File: config.mk
export PLATFORM = sky130hd
export DESIGN_NAME = data_tx_scheduler
export DESIGN_NICKNAME = d
export VERILOG_FILES = /design/src/rtl/dp_sched_pkg.sv /design/src/rtl/rr_arbiter.sv /design/src/rtl/data_tx_scheduler.sv
export SDC_FILE = /design/constraint.sdc
export NUM_CORES = 1
export LEC_CHECK = 0
export ABC_AREA = 1
export ABC_CLOCK_PERIOD_IN_PS = 3800
export CORE_UTILIZATION = 45
export DETAILED_ROUTE_END_ITERATION = 16
export PLACE_DENSITY = 0.92
export REMOVE_ABC_BUFFERS = 1
export SLEW_MARGIN = 5
export SYNTH_ARGS = -nofsm -noshare
export SYNTH_HDL_FRONTEND = slang
export SYNTH_SLANG_ARGS = --single-unit
File: constraint.sdc
create_clock -name clk -period 3.8 [get_ports clk]
set_clock_uncertainty 0.2 [all_clocks]
set_input_delay 0.38 -clock clk [delete_from_list [all_inputs] [get_ports clk]]
set_output_delay 0.38 -clock clk [all_outputs]
set_load 0.005 [all_outputs]
File: src/rtl/dp_sched_pkg.sv
// Shared types and packet layout for the data-plane transmit scheduler.
package dp_sched_pkg;

  typedef enum logic [2:0] {
    IDLE,
    LOAD,
    SEND,
    WAIT,
    DONE,
    ABORT
  } state_e;

  // Data-plane packet layout: destination node in the upper half, payload word below.
  localparam int PKT_W    = 32;
  localparam int DEST_MSB = 31;
  localparam int DEST_LSB = 16;
  localparam int DATA_MSB = 15;
  localparam int DATA_LSB = 0;

endpackage

File: src/rtl/rr_arbiter.sv
// Combinational round-robin pick: first asserted request at or after ptr, wrapping.
// The pointer itself is owned and advanced by the caller.
module rr_arbiter #(
  parameter int N = 4
) (
  input  logic [N-1:0]         req,
  input  logic [$clog2(N)-1:0] ptr,
  output logic [$clog2(N)-1:0] grant_idx,
  output logic                 any_req
);

  localparam int IW = $clog2(N);
  localparam int SW = IW + 1;

  logic [SW-1:0] sum;
  logic [IW-1:0] idx;

  // Scan N candidates starting at ptr; the first hit wins.
  // NOTE: every variable written here gets a default first, so no latch is inferred.
  always_comb begin
    grant_idx = '0;
    any_req   = 1'b0;
    sum       = '0;
    idx       = '0;
    for (int i = 0; i < N; i++) begin
      sum = {1'b0, ptr} + SW'(i);
      if (sum >= SW'(N)) sum = sum - SW'(N);
      idx = sum[IW-1:0];
      if (!any_req && req[idx]) begin
        any_req   = 1'b1;
        grant_idx = idx;
      end
    end
  end

endmodule

File: src/rtl/data_tx_scheduler.sv
// Shares the single data-plane transmit path among NUM_REQ requesters: round-robin
// grant, one word per packet, waits for per-packet completion with a timeout.
module data_tx_scheduler
  import dp_sched_pkg::*;
#(
  parameter int NUM_REQ = 4,
  parameter int NODE_W  = 16,
  parameter int DATA_W  = 16,
  parameter int LEN_W   = 3,
  parameter int TIMEOUT = 64
) (
  input  logic                      clk,
  input  logic                      rst,
  input  logic [NODE_W-1:0]         node_id,
  input  logic [NUM_REQ-1:0]        req_valid,
  input  logic [NUM_REQ*NODE_W-1:0] req_dest,
  input  logic [NUM_REQ*LEN_W-1:0]  req_len,
  input  logic [NUM_REQ*DATA_W-1:0] req_data,
  output logic [NUM_REQ-1:0]        req_pop,
  output logic [NUM_REQ-1:0]        req_done,
  output logic [NUM_REQ-1:0]        req_err,
  output logic                      data_tx_flag,
  output logic [PKT_W-1:0]          data_tx_packet,
  input  logic                      data_tx_complete_flag,
  output logic                      busy
);

  localparam int IW = $clog2(NUM_REQ);
  localparam int TW = $clog2(TIMEOUT);

  state_e              state_q, state_d;
  logic [IW-1:0]       g_q, rr_ptr_q, grant_idx;
  logic                any_req;
  logic [NODE_W-1:0]   dest_q;
  logic [LEN_W-1:0]    len_q, cnt_q;
  logic [TW-1:0]       timer_q;
  logic [PKT_W-1:0]    pkt_q;

  logic [NODE_W-1:0]   dest_arr [NUM_REQ];
  logic [LEN_W-1:0]    len_arr  [NUM_REQ];
  logic [DATA_W-1:0]   data_arr [NUM_REQ];

  for (genvar i = 0; i < NUM_REQ; i++) begin : g_unpack
    assign dest_arr[i] = req_dest[i*NODE_W +: NODE_W];
    assign len_arr[i]  = req_len[i*LEN_W +: LEN_W];
    assign data_arr[i] = req_data[i*DATA_W +: DATA_W];
  end

  rr_arbiter #(.N(NUM_REQ)) u_arb (
    .req       (req_valid),
    .ptr       (rr_ptr_q),
    .grant_idx (grant_idx),
    .any_req   (any_req)
  );

  // State register.
  // NOTE: sequential state uses non-blocking assignments so all flops update from pre-edge values.
  always_ff @(posedge clk) begin
    if (rst) state_q <= IDLE;
    else     state_q <= state_d;
  end

  // Next-state logic and Moore outputs; the grant index steers the per-requester strobes.
  always_comb begin
    state_d      = state_q;
    req_pop      = '0;
    req_done     = '0;
    req_err      = '0;
    data_tx_flag = 1'b0;
    busy         = (state_q != IDLE);
    case (state_q)
      IDLE:  if (any_req) state_d = LOAD;
      LOAD:  state_d = (dest_q == node_id) ? ABORT : SEND;
      SEND: begin
        data_tx_flag = 1'b1;
        req_pop[g_q] = 1'b1;
        state_d      = WAIT;
      end
      WAIT: begin
        // Completion takes priority over a simultaneous timeout expiry.
        if (data_tx_complete_flag)            state_d = (cnt_q == len_q) ? DONE : SEND;
        else if (timer_q == TW'(TIMEOUT - 2)) state_d = ABORT;
      end
      DONE: begin
        req_done[g_q] = 1'b1;
        state_d       = IDLE;
      end
      ABORT: begin
        req_err[g_q] = 1'b1;
        state_d      = IDLE;
      end
      default: state_d = IDLE;
    endcase
  end

  // Grant capture, word counter, completion timer, round-robin pointer and packet register.
  // The packet is loaded on entry to SEND so it is valid in the same cycle as data_tx_flag.
  always_ff @(posedge clk) begin
    if (rst) begin
      g_q      <= '0;
      rr_ptr_q <= '0;
      dest_q   <= '0;
      len_q    <= '0;
      cnt_q    <= '0;
      timer_q  <= '0;
      pkt_q    <= '0;
    end else begin
      case (state_q)
        IDLE: begin
          if (any_req) begin
            g_q    <= grant_idx;
            dest_q <= dest_arr[grant_idx];
            len_q  <= len_arr[grant_idx];
            cnt_q  <= '0;
          end
        end
        LOAD: begin
          if (state_d == SEND) begin
            pkt_q[DEST_MSB:DEST_LSB] <= dest_q;
            pkt_q[DATA_MSB:DATA_LSB] <= data_arr[g_q];
          end
        end
        SEND: timer_q <= '0;
        WAIT: begin
          if (data_tx_complete_flag) begin
            if (cnt_q != len_q) begin
              cnt_q                    <= cnt_q + LEN_W'(1);
              pkt_q[DEST_MSB:DEST_LSB] <= dest_q;
              pkt_q[DATA_MSB:DATA_LSB] <= data_arr[g_q];
            end
          end else begin
            timer_q <= timer_q + TW'(1);
          end
        end
        DONE, ABORT: rr_ptr_q <= (g_q == IW'(NUM_REQ - 1)) ? '0 : g_q + IW'(1);
        default: ;
      endcase
    end
  end

  assign data_tx_packet = pkt_q;

endmodule
# ---- Word level (Yosys, flattened, before mapping)
# Index checks and enable logic that the tools add are counted.
dict set report totals {
  inputBits 163
  reg_bits 67
  word_cells 117
  output_inout_bits 46
}
dict set report classes {
  n_eq_ne 16
  reduce_logical 17
  muxes 52
  magnitude_cmp 12
  bitwise 2
  add_sub_neg 10
}
# cell n
set ops {}
lappend ops {{$mux W32} 3}
lappend ops {{$bmux W16 S2} 2}
lappend ops {{$mux W16} 4}
lappend ops {{$pmux W32 S2} 1}
lappend ops {{$mux W3} 10}
lappend ops {{$mux W2} 9}
lappend ops {{$eq A16 B16 Y1} 1}
lappend ops {{$ge A3 B3 Y1 const B} 5}
lappend ops {{$lt A2 B3 Y1 const B} 5}
lappend ops {{$mux W4} 3}
lappend ops {{$pmux W3 S4} 1}
lappend ops {{$pmux W6 S2} 1}
lappend ops {{$mux W1} 10}
lappend ops {{$ne A2 B2 Y1 const B} 5}
lappend ops {{$eq A3 B2 Y1 const B} 3}
lappend ops {{$bmux W1 S2} 4}
lappend ops {{$reduce_and A4 Y1} 2}
lappend ops {{$sub A2 B1 Y2 const B} 4}
lappend ops {{$add A2 B2 Y3 const B} 2}
lappend ops {{$add A6 B1 Y6 const B} 1}
lappend ops {{$bmux W3 S2} 1}
lappend ops {{$eq A3 B3 Y1 const B} 2}
lappend ops {{$eq A6 B6 Y1 const B} 1}
lappend ops {{$mux W6} 1}
lappend ops {{19 further kinds} 28}

# ---- Logic depth before layout (Yosys ltp)
# Gate-level depths: netlist of the first run.
dict set report depth {
  ltp_word 19
  depth_mapped 16
  depth_no_buf 16
}

# ---- By module
# Synthesis of the first run repeated with hierarchy kept, for this count alone.
dict set report hier_totals {
  cells_unflattened 728
  area_unflattened_um2 4436.8
}
# module seq_area_each_um2 area_per_inst_um2 n_inst cells_per_inst
set modules_own_cells {}
lappend modules_own_cells {data_tx_scheduler 1341.3 4117.7 1 669}
lappend modules_own_cells {rr_arbiter 0.0 319.1 1 59}

# ---- Worst setup path before layout of the first run
# Ideal clock, no wire load.
dict set report synth_timing {
  path_kind {register to register}
  startpoint {reg rr_ptr_q[0]}
  endpoint {reg len_q[2]}
  n_path_buf 2
  arrival_time_ns 1.606
  slack_ns 1.880
  required_time_ns 3.486
  synth_period_minus_slack_ns 1.920
  path_stages_with_launch 16
  setup_time_ns 0.114
  path_cell_list {dfxtp_1 buf_6 nand2_2 nand3_2 nand2_2 nor2_4 nand2_2 inv_1 nand2_1 nand2_4 buf_2 inv_1 nor2_1 nor2_1 nand2_1 nor2_1}
}
dict set report synth_between {
  elab_chain_cells 18
  word_cells_on_any_way 42
  cone_classes {add/sub: 7; order compare: 4; mux: 23; bitwise: 1; reduce/logical: 7}
}
# element line
set synth_lines {}
lappend synth_lines {{start, declared} data_tx_scheduler.sv:32} ;# logic [IW-1:0] g_q, rr_ptr_q, grant_idx;
lappend synth_lines {{start signal, assigned} data_tx_scheduler.sv:135} ;# DONE, ABORT: rr_ptr_q <= (g_q == IW'(NUM_REQ - 1)) ? '0 : g_q + IW'(1);
lappend synth_lines {{parallel branches: the longest is 18 deep, another holds $add A2 B1 Y3} --}
lappend synth_lines {{end signal, assigned} data_tx_scheduler.sv:113} ;# len_q <= len_arr[grant_idx];
lappend synth_lines {{end, declared} data_tx_scheduler.sv:35} ;# logic [LEN_W-1:0] len_q, cnt_q;
# Parallel ways; which one is timed is not known. The select of a mux whose other input is x is not followed.
# A chain may end at the register's enable or synchronous reset.

# ---- Final worst setup path of the first run
dict set report layout_timing {
  startpoint {reg g_q[0]}
  endpoint {out req_err[2]}
}
dict set report layout_between {
  elab_chain_cells 5
  word_cells_on_any_way 6
  cone_classes {order compare: 2; mux: 3; reduce/logical: 1}
}
# element line
set layout_lines {}
lappend layout_lines {{start, declared} data_tx_scheduler.sv:32}
lappend layout_lines {{start signal, assigned} data_tx_scheduler.sv:111} ;# g_q <= grant_idx;
lappend layout_lines {{$lt A2 B3 Y1 (not written as such) or $ge A2 B1 Y1 (tied branches)} data_tx_scheduler.sv:89} ;# req_err[g_q] = 1'b1;
lappend layout_lines {{$logic_and A1 B1 Y1 (not written as such)} data_tx_scheduler.sv:89}
lappend layout_lines {{$mux W1 (not written as such)} data_tx_scheduler.sv:89}
lappend layout_lines {{$demux W1 S2 (*)} data_tx_scheduler.sv:89}
lappend layout_lines {{$mux W4 (*)} data_tx_scheduler.sv:71} ;# case (state_q)
lappend layout_lines {{end, declared} data_tx_scheduler.sv:21} ;# output logic [NUM_REQ-1:0] req_err,
# Every way passes the cells marked *; elsewhere a longest branch is shown, timed or not.

==> impl_metrics.env, run 1 <==
export IMPL_synth_area_leader_cell="dfxtp_1"
export IMPL_track_usage=0.266
export IMPL_synth_simple_area_share=0.371
export IMPL_rows=35
export IMPL_start_util=0.466
export IMPL_setup_viol=0
export IMPL_pin_count=209
export IMPL_yosysTopAreaCellShare=0.311
export IMPL_routed_wl_microns=13500
export IMPL_power_leakage_nw=2.85
export IMPL_arrival_ns=2.67
export IMPL_fin_area_sq_mm=0.00663
export IMPL_cp_slowest_stage_delay_ns=0.79
export IMPL_drt_initial_drc_count=174
export IMPL_crit_type="flop to output pin"
export IMPL_final_setup_tns_ns=0
export IMPL_final_common_cell="nand2_1"
export IMPL_design_power_total_mw=2.85
export IMPL_status="finished, final reports clean"
export IMPL_fin_cells=1002
export IMPL_die_h_microns=99.8
export IMPL_syn_area_sq_mm=0.00431
export IMPL_power_density_mw_per_mm2=431
export IMPL_antenna_cells=0
export IMPL_post_cts_resized=0
export IMPL_cts_tree="yes"
export IMPL_antenna_left=0
export IMPL_synth_compound_area_frac=0.160
export IMPL_die_w_microns=99.8
export IMPL_hp_class="flop to flop"
export IMPL_cp_end_kind="output pin"
export IMPL_cts_made_buffers=9
export IMPL_ys_seq_elements=67
export IMPL_multiInputGateArea_sq_mm=0.00256
export IMPL_synth_area_top_cells="dfxtp_1 31%, nand2_1 19%, a21oi_1 7.3%"
export IMPL_startpoint_type="flop"
export IMPL_min_period_ns=3.25
export IMPL_numClockSinks=67
export IMPL_final_seq_area_sq_mm=0.00134
export IMPL_path_cells="clkinv_1 > ha_1 > inv_1 > nor2_1 > clkdlybuf4s50_1"
export IMPL_clock_latency_ns=0.33
export IMPL_cts_max_path_buffers=2
export IMPL_area_delta_synth_final_pct=53.9
export IMPL_drive_gt1_frac=0.0550
export IMPL_antenna_found_initial=0
export IMPL_port_buffers=208
export IMPL_grt_pass1_wl_microns=21000
export IMPL_post_cts_setup_buffer_count=0
export IMPL_ys_seq_area_frac=0.311
export IMPL_max_freq_mhz=308
export IMPL_holdBufCountCts=0
export IMPL_cts_root_buf="clkbuf_8"
export IMPL_vias_per_cell=5.00
export IMPL_clk_pin_slew_ns=0.08
export IMPL_synthXorXnorAreaFrac=0.0427
export IMPL_fill_cells=776
export IMPL_cp_max_fo=36
export IMPL_crit_family="buffers and inverters"
export IMPL_drt_pass1_iter_count=6
export IMPL_syn_inst=681
export IMPL_grt_pass1_vias=4683
export IMPL_syn_area_per_cell_sq_um=6.32
export IMPL_hold_viol=0
export IMPL_cp_required_ns=3.22
export IMPL_grt_overflow=0
export IMPL_place_gp_congestion=0.869
export IMPL_wire_per_inst_microns=13.4
export IMPL_coreArea_sq_mm=0.00924
export IMPL_muxShareOfSynthArea=0
export IMPL_timing_final_crit_share=0.854
export IMPL_critPathSlowestCell="clkinv_1"
export IMPL_dp_cells=986
export IMPL_max_slew_margin=0.313
export IMPL_dieArea_sq_mm=0.00997
export IMPL_ys_warn_count=0
export IMPL_path_buf_inv=3
export IMPL_cap_violations=0
export IMPL_final_cell_mix="218 x nand2_1, 208 x clkdlybuf4s50_1, 75 x nor2_1"
export IMPL_vdd_drop_max_v=0.000270
export IMPL_synthAdderAreaFrac=0.0203
export IMPL_grt_max_degree=56
export IMPL_rsz0062_at_grt="no"
export IMPL_placed_cell_area_sq_mm=0.00640
export IMPL_hpwl_microns=10100
export IMPL_synth_top_family_by_area="simple AND/OR/NAND/NOR gates"
export IMPL_nets=1038
export IMPL_num_vias=5011
export IMPL_synthDistinctLibCells=36
export IMPL_drv_slew=0
export IMPL_drc_errors=0
export IMPL_max_slew_worst_pin_slew_ns=1.02
export IMPL_htree_levels=3
synthesized netlist by cell type:
master	count
nand2_1	219
inv_4	1
a21oi_4	1
o22ai_1	1
xnor2_1	14
ha_1	7
buf_4	4
nand4_1	2
nor3_1	4
buf_6	3
inv_2	3
nor2_1	75
a32o_1	16
nor3b_1	2
o21ai_0	24
nand3_2	4
a21boi_1	1
o21ai_1	1
a21oi_1	63
nand2_2	8
nor2_2	3
clkinv_1	2
xor2_1	7
buf_2	8
inv_1	53
or2_2	3
nor2_4	1
nand3b_1	1
nand2_4	2
buf_1	3
dfxtp_1	67
nor2_8	1
clkbuf_1	18
a211oi_1	8
nand3_1	50
and3_1	1
flip-flops by register name (all words and copies together), names as in the netlist:
register / flops
timer_q: 6
dest_q: 16
len_q: 3
data_tx_packet: 32
cnt_q: 3
state_q: 3
rr_ptr_q: 2
g_q: 2
report_power, final:
group / total [mW] / switching [mW] / internal [mW]
Clock: 0.665 / 0.278 / 0.387
Combinational: 1.24 / 0.651 / 0.587
Sequential: 0.950 / 0.100 / 0.850
Total: 2.85 / 1.03 / 1.82
cells by family (layout without fill, tap and decap cells):
| family | Yosys count | count (layout) |
|---|---|---|
| DFF | 67 | 67 |
| xor gates and xnor gates | 21 | 21 |
| buffers and inverters | 95 | 287 |
| and+or+nand+nor | 376 | 376 |
| adders and majority gates | 7 | 7 |
| AOI/OAI and AO/OA | 115 | 115 |
path summary, 6_finish.rpt:
check	start	end	slack, ns	depth (start not counted)
setup / recovery	g_q[0]$_SDFFE_PP0P_	req_err[2]	0.55	5
hold / removal	data_tx_packet[19]$_SDFFE_PP0P_	data_tx_packet[19]$_SDFFE_PP0P_	0.28	2
setup reg to reg	rr_ptr_q[0]$_SDFFE_PP0P_	len_q[1]$_SDFFE_PP0P_	0.84	16
hold reg to reg	data_tx_packet[19]$_SDFFE_PP0P_	data_tx_packet[19]$_SDFFE_PP0P_	0.28	2
final cells by class:
type                            instances  area share
Multi-Input combinational cell        519       0.387
Clock buffer                           10      0.0208
Timing Repair Buffer                  212       0.319
Inverter                               59      0.0338
Tap cell                              129      0.0244
Sequential cell                        67       0.202
Clock inverter                          6      0.0134
worst min-delay path, stage by stage, from the launching register on:
cell and delay (ns):
dfxtp_1 0.31, nand3_1 0.07, a21oi_1 0.06
layer usage:
layer / global-route usage / share of wire / up-vias
met1: 0.288 / 0.40 / 2186
met3: 0.0703 / 0.089 / 26
met5: 0 / 0 / -
met4: 0.0995 / 0.022 / 0
met2: 0.492 / 0.48 / 230
li1: - / - / 2569
through the flow:
step / util / hold slack [ns] / setup WS, ns
final: 0.717 / 0.285 / 0.553
after global routing: 0.717 / 0.307 / 0.348
after CTS: 0.717 / 0.288 / 0.549
after detailed placement: 0.693 / 0.279 / 0.508
after global placement: 0.693 / 0.272 / 0.559
after floorplan: - / 0.249 / 1.01
(Power assumes the default switching activity.)
==> run 2: changes to the inputs <==
--- a/config.mk
+++ b/config.mk
@@ -7,7 +7,9 @@
 export LEC_CHECK = 0
 export ABC_AREA = 1
 export ABC_CLOCK_PERIOD_IN_PS = 3800
+export CAP_MARGIN = 20
 export CORE_UTILIZATION = 45
+export CTS_CLUSTER_SIZE = 14
 export DETAILED_ROUTE_END_ITERATION = 16
 export PLACE_DENSITY = 0.92
 export REMOVE_ABC_BUFFERS = 1
==> results of run 2 <==
Final layout, timing and power as in run 1 (identical DEF).
==> run 3: changes to the inputs <==
--- a/config.mk
+++ b/config.mk
@@ -8,6 +8,7 @@
 export ABC_AREA = 1
 export ABC_CLOCK_PERIOD_IN_PS = 3800
 export CAP_MARGIN = 20
+export CORE_MARGIN = 4
 export CORE_UTILIZATION = 45
 export CTS_CLUSTER_SIZE = 14
 export DETAILED_ROUTE_END_ITERATION = 16
==> run 3 against run 2 <==
Net effect: core utilization rose by 0.38 points; via count fell by 1.0%; count of clock-buffer cells in the layout did not move; worst setup slack improved by 0.22 ns.
==> impl_metrics.env, run 3 (same netlist as run 1, synthesis figures left out) <==
export IMPL_status="finished, final reports clean"
export IMPL_routed_wl_microns=13500
export IMPL_layout_setup_ws_ns=0.771
export IMPL_regToRegSetupSlack_ns=0.77
export IMPL_final_common_cell="nand2_1"
export IMPL_grt_max_degree=56
export IMPL_arrival_ns=3.06
export IMPL_drc_errors=0
export IMPL_final_cell_mix="218 x nand2_1, 208 x clkdlybuf4s50_1, 75 x nor2_1"
export IMPL_area_delta_synth_final_pct=55.4
export IMPL_post_cts_resized=0
export IMPL_max_freq_mhz=330
export IMPL_reg2reg_depth=16
export IMPL_die_h_microns=106
export IMPL_die_w_microns=106
export IMPL_pin_count=209
export IMPL_cap_violations=0
export IMPL_max_slew_worst_pin_slew_ns=0.894
export IMPL_post_cts_setup_buffer_count=0
export IMPL_cp_end_kind="flop"
export IMPL_setup_viol=0
export IMPL_vdd_drop_max_v=0.000241
export IMPL_clock_latency_ns=0.33
export IMPL_power_leakage_nw=2.88
export IMPL_antenna_found_initial=0
export IMPL_clk_pin_slew_ns=0.07
export IMPL_cts_tree="yes"
export IMPL_internal_power_mw=1.90
export IMPL_timing_rr_end="dest_q[4]$_SDFFE_PP0P_"
export IMPL_num_vias=4959
export IMPL_port_buffers=208
export IMPL_track_usage=0.231
export IMPL_r2r_start="rr_ptr_q[0]$_SDFFE_PP0P_"
export IMPL_grt_pass1_vias=4620
export IMPL_place_gp_congestion=0.865
export IMPL_crit_path_start="rr_ptr_q[0]$_SDFFE_PP0P_"
export IMPL_drive_gt1_frac=0.0582
export IMPL_min_period_ns=3.03
export IMPL_largest_reg_flops=32
export IMPL_startpoint_type="flop"
export IMPL_antenna_left=0
export IMPL_cp_slowest_stage_delay_ns=0.59
export IMPL_cp_required_ns=3.83
export IMPL_coreArea_sq_mm=0.00928
export IMPL_cp_max_fo=36
export IMPL_final_seq_area_sq_mm=0.00134
export IMPL_antenna_cells=0
export IMPL_pre_cts_slack_ns=0.537
export IMPL_design_power_total_mw=2.91
export IMPL_cts_made_buffers=9
export IMPL_combPwrFrac=0.424
export IMPL_final_setup_tns_ns=0
export IMPL_start_util=0.464
export IMPL_min_path_cells=2
export IMPL_path_cells="inv_2 > nand2_1 > nand2_2 > nand2_2 > nand2_2 > nor2_4 > nand3_2 > nand2_1 > buf_4 > nand2_2 > inv_4 > nand2_1 > nand3_1 > nand3_1 > nand2_1 > inv_1"
export IMPL_hpwl_microns=10400
export IMPL_cts_root_buf="clkbuf_8"
export IMPL_numClockSinks=67
export IMPL_vias_per_cell=4.93
export IMPL_htree_levels=3
export IMPL_fill_cells=775
export IMPL_rows=35
export IMPL_nets=1041
export IMPL_grt_pass1_wl_microns=21200
export IMPL_pwr_share_seq=0.326
export IMPL_drt_initial_drc_count=337
export IMPL_dieArea_sq_mm=0.0112
export IMPL_critPathSlowestCell="dfxtp_1"
export IMPL_grt_overflow=0
export IMPL_max_slew_margin=0.402
export IMPL_hp_class="flop to flop"
export IMPL_hp_start="data_tx_packet[27]$_SDFFE_PP0P_"
export IMPL_switching_share=0.347
export IMPL_postLayoutCoreUtil=0.721
export IMPL_rsz0062_at_grt="no"
export IMPL_whs_endpoint="data_tx_packet[27]$_SDFFE_PP0P_"
export IMPL_clkPwrFrac=0.250
export IMPL_hold_viol=0
export IMPL_switchingPower_mw=1.01
export IMPL_wire_per_inst_microns=13.4
export IMPL_drv_slew=0
export IMPL_multiInputGateArea_sq_mm=0.00256
export IMPL_power_density_mw_per_mm2=435
export IMPL_crit_type="flop to flop"
export IMPL_timing_final_crit_share=0.797
export IMPL_drt_pass1_iter_count=7
export IMPL_holdWs_ns=0.285
export IMPL_holdBufCountCts=0
export IMPL_cts_max_path_buffers=2
==> run 3: cell types whose count changed in the layout (fill, tap and decap cells not counted) <==
cell / previous run / this run
clkinv_4: 1 / 0
clkinvlp_4: 2 / 3
buf_4: 4 / 6
bufinv_16: 2 / 3
buf_16: 0 / 1
clkinv_2: 1 / 0
==> run 3: critical path: cells and delay by family (launching register included) <==
kind                   cells  cell delay (ns)
DFF                        1             0.59
and+or+nand+nor           12             1.30
buffers and inverters      4             0.81
==> run 3: per-stage QoR <==
step	cells	cell area (sq um)
3_3_place_gp	988	6410
2_1_floorplan	645	4120
4_1_cts	1004	6670
6_report	1005	6690
5_1_grt	1005	6690
3_5_place_dp	988	6410
==> run 3: final cells by class <==
class                           instances  share of cell area
Inverter                               59              0.0335
Clock buffer                           10              0.0206
Timing Repair Buffer                  215               0.322
Tap cell                              129              0.0241
Sequential cell                        67               0.200
Multi-Input combinational cell        519               0.383
Clock inverter                          6              0.0168
==> run 3: power groups by stage <==
stage / registers [mW] / logic (mW) / clock network (mW)
2_1_floorplan: 0.962 / 0.668 / 0
3_3_place_gp: 0.961 / 1.20 / 0
3_5_place_dp: 0.963 / 1.23 / 0
4_1_cts: 0.948 / 1.23 / 0.734
5_1_grt: 0.967 / 1.38 / 0.773
6_report: 0.949 / 1.23 / 0.728
==> run 3: per-layer routing <==
| metal | share of wire | track usage | wire (microns) |
|---|---|---|---|
| met1 | 0.40 | 0.255 | 5340 |
| met2 | 0.47 | 0.414 | 6420 |
| met3 | 0.12 | 0.0870 | 1560 |
| met4 | 0.014 | 0.0648 | 194 |
| met5 | 0 | 0 | 0 |
==> run 3: worst max-delay path by stage <==
stage                                     endpoint  depth (start not counted)  slack, ns
global route                 len_q[1]$_SDFFE_PP0P_                         14       0.46
floorplan                              req_done[0]                          4       1.01
CTS                                    req_done[0]                          5       0.59
global placement    data_tx_packet[5]$_SDFFE_PP0P_                         10       0.66
finish                      dest_q[4]$_SDFFE_PP0P_                         16       0.77
detailed placement  data_tx_packet[2]$_SDFFE_PP0P_                         10       0.54
==> edit: new RTL, settings of run 2 <==
The 6 states of `state_e` get a one-hot encoding in 6 bits.
--- a/src/rtl/dp_sched_pkg.sv
+++ b/src/rtl/dp_sched_pkg.sv
@@ -3,9 +3,9 @@
 
-  typedef enum logic [2:0] {
-    IDLE,
-    LOAD,
-    SEND,
-    WAIT,
-    DONE,
-    ABORT
+  typedef enum logic [5:0] {
+    IDLE  = 6'b000001,
+    LOAD  = 6'b000010,
+    SEND  = 6'b000100,
+    WAIT  = 6'b001000,
+    DONE  = 6'b010000,
+    ABORT = 6'b100000
   } state_e;
Formal check against the unedited RTL: no difference found for any inputs over 4 cycles, from zero or initial values and one cycle with rst high; so few cycles prove little.
==> edit against run 2 <==
Area after synthesis increased by 8.9%. Synthesized cell count increased by 14%. Final area increased by 5.6%. Maximum frequency increased by 9.5%. Combinational power decreased by 43%. Total power decreased by 26%. Sequential cell count increased by 3. Worst setup slack improved by 280 ps. Routed wire length increased by 7.9%. Clock power decreased by 15%. Worst hold slack got worse by 15 ps. Critical endpoint is now dest_q[4]$_SDFFE_PP0P_.
==> edit: results (changes against run 2) <==
fin_nets: 1137  # was 1,038
outcome: "finished, final reports clean"  # unchanged
synth-seq-area-share_pct: 29.9  # was 31.1%
drt_iter0_drc: 333  # was 174
grt.total_usage_pct: 26.7  # was 26.6%
slowest_delay_ps: 600  # was 790 ps
synth.area.top_cells: "dfxtp_1 30%, nand2_1 16%, nor2_1 9.0%"  # was dfxtp_1 31%, nand2_1 19%, a21oi_1 7.3%
crit_type: "reg -> reg"  # was reg -> out
crit_family: "simple AND/OR/NAND/NOR gates"  # was buffers and inverters
peakVddDrop_mv: 0.161  # was 0.270 mV
hold-worst-slack_ps: 270  # was 285 ps
r2r_end: "dest_q[4]$_SDFFE_PP0P_"  # was len_q[1]$_SDFFE_PP0P_
gp_congestion: 0.874  # was 0.869
grt_pass1_vias: 5262  # was 4,683
grt_first_pass_wirelength_um: 23800  # was 21,000 µm
grt_max_degree: 36  # was 56
reg2regPathDepth: 14  # was 16
holdPathEnd: "data_tx_packet[8]$_SDFFE_PP0P_"  # was data_tx_packet[19]$_SDFFE_PP0P_
crit_fanout: 23  # was 36
synthDistinctLibCells: 32  # was 36
postRouteWirelength_um: 14500  # was 13,500 µm
first_pass_iters: 5  # was 6
p_leak_uw: 0.00310  # was 0.00285 µW
hpwl_um: 10900  # was 10,100 µm
hold_start: "rst"  # was data_tx_packet[19]$_SDFFE_PP0P_
crit_path_top_delay_cell: "dfxtp_1"  # was clkinv_1
[edit: routing by layer]
layer	wire length, µm	vias to the layer above	track usage [%]
met4	499	0	12.9
met1	6140	2444	30.9
li1	-	2867	-
met5	0	-	0
met2	6810	242	46.3
met3	1070	36	6.33
[edit: cells by family after synthesis]
logic type	after synthesis	synth area share, %
DFF	70	29.9
xor gates and xnor gates	21	3.92
AOI/OAI and AO/OA	101	11.5
buffers and inverters	137	12.2
adders and majority gates	7	1.87
and+or+nand+nor	442	40.6
[edit: area by class of cell]
class	instances	area, µm²
fill	871	2960
timing repair buffer	219	2160
clock buffer	13	169
tap	133	166
clock inverter	3	17.5
inverter	96	368
multi-input combinational	571	2720
sequential	70	1400
[edit: power by group]
part	switching, µW	total, µW	internal, µW
logic	366	712	346
registers	56.0	848	792
clock network	276	565	289
[edit: metrics by stage]
step           setup slack (ps)  cells
3_3_place_gp                798   1089
4_1_cts                     868   1105
5_1_grt                     534   1105
6_report                    833   1105
3_5_place_dp                674   1089
2_1_floorplan              1130    737
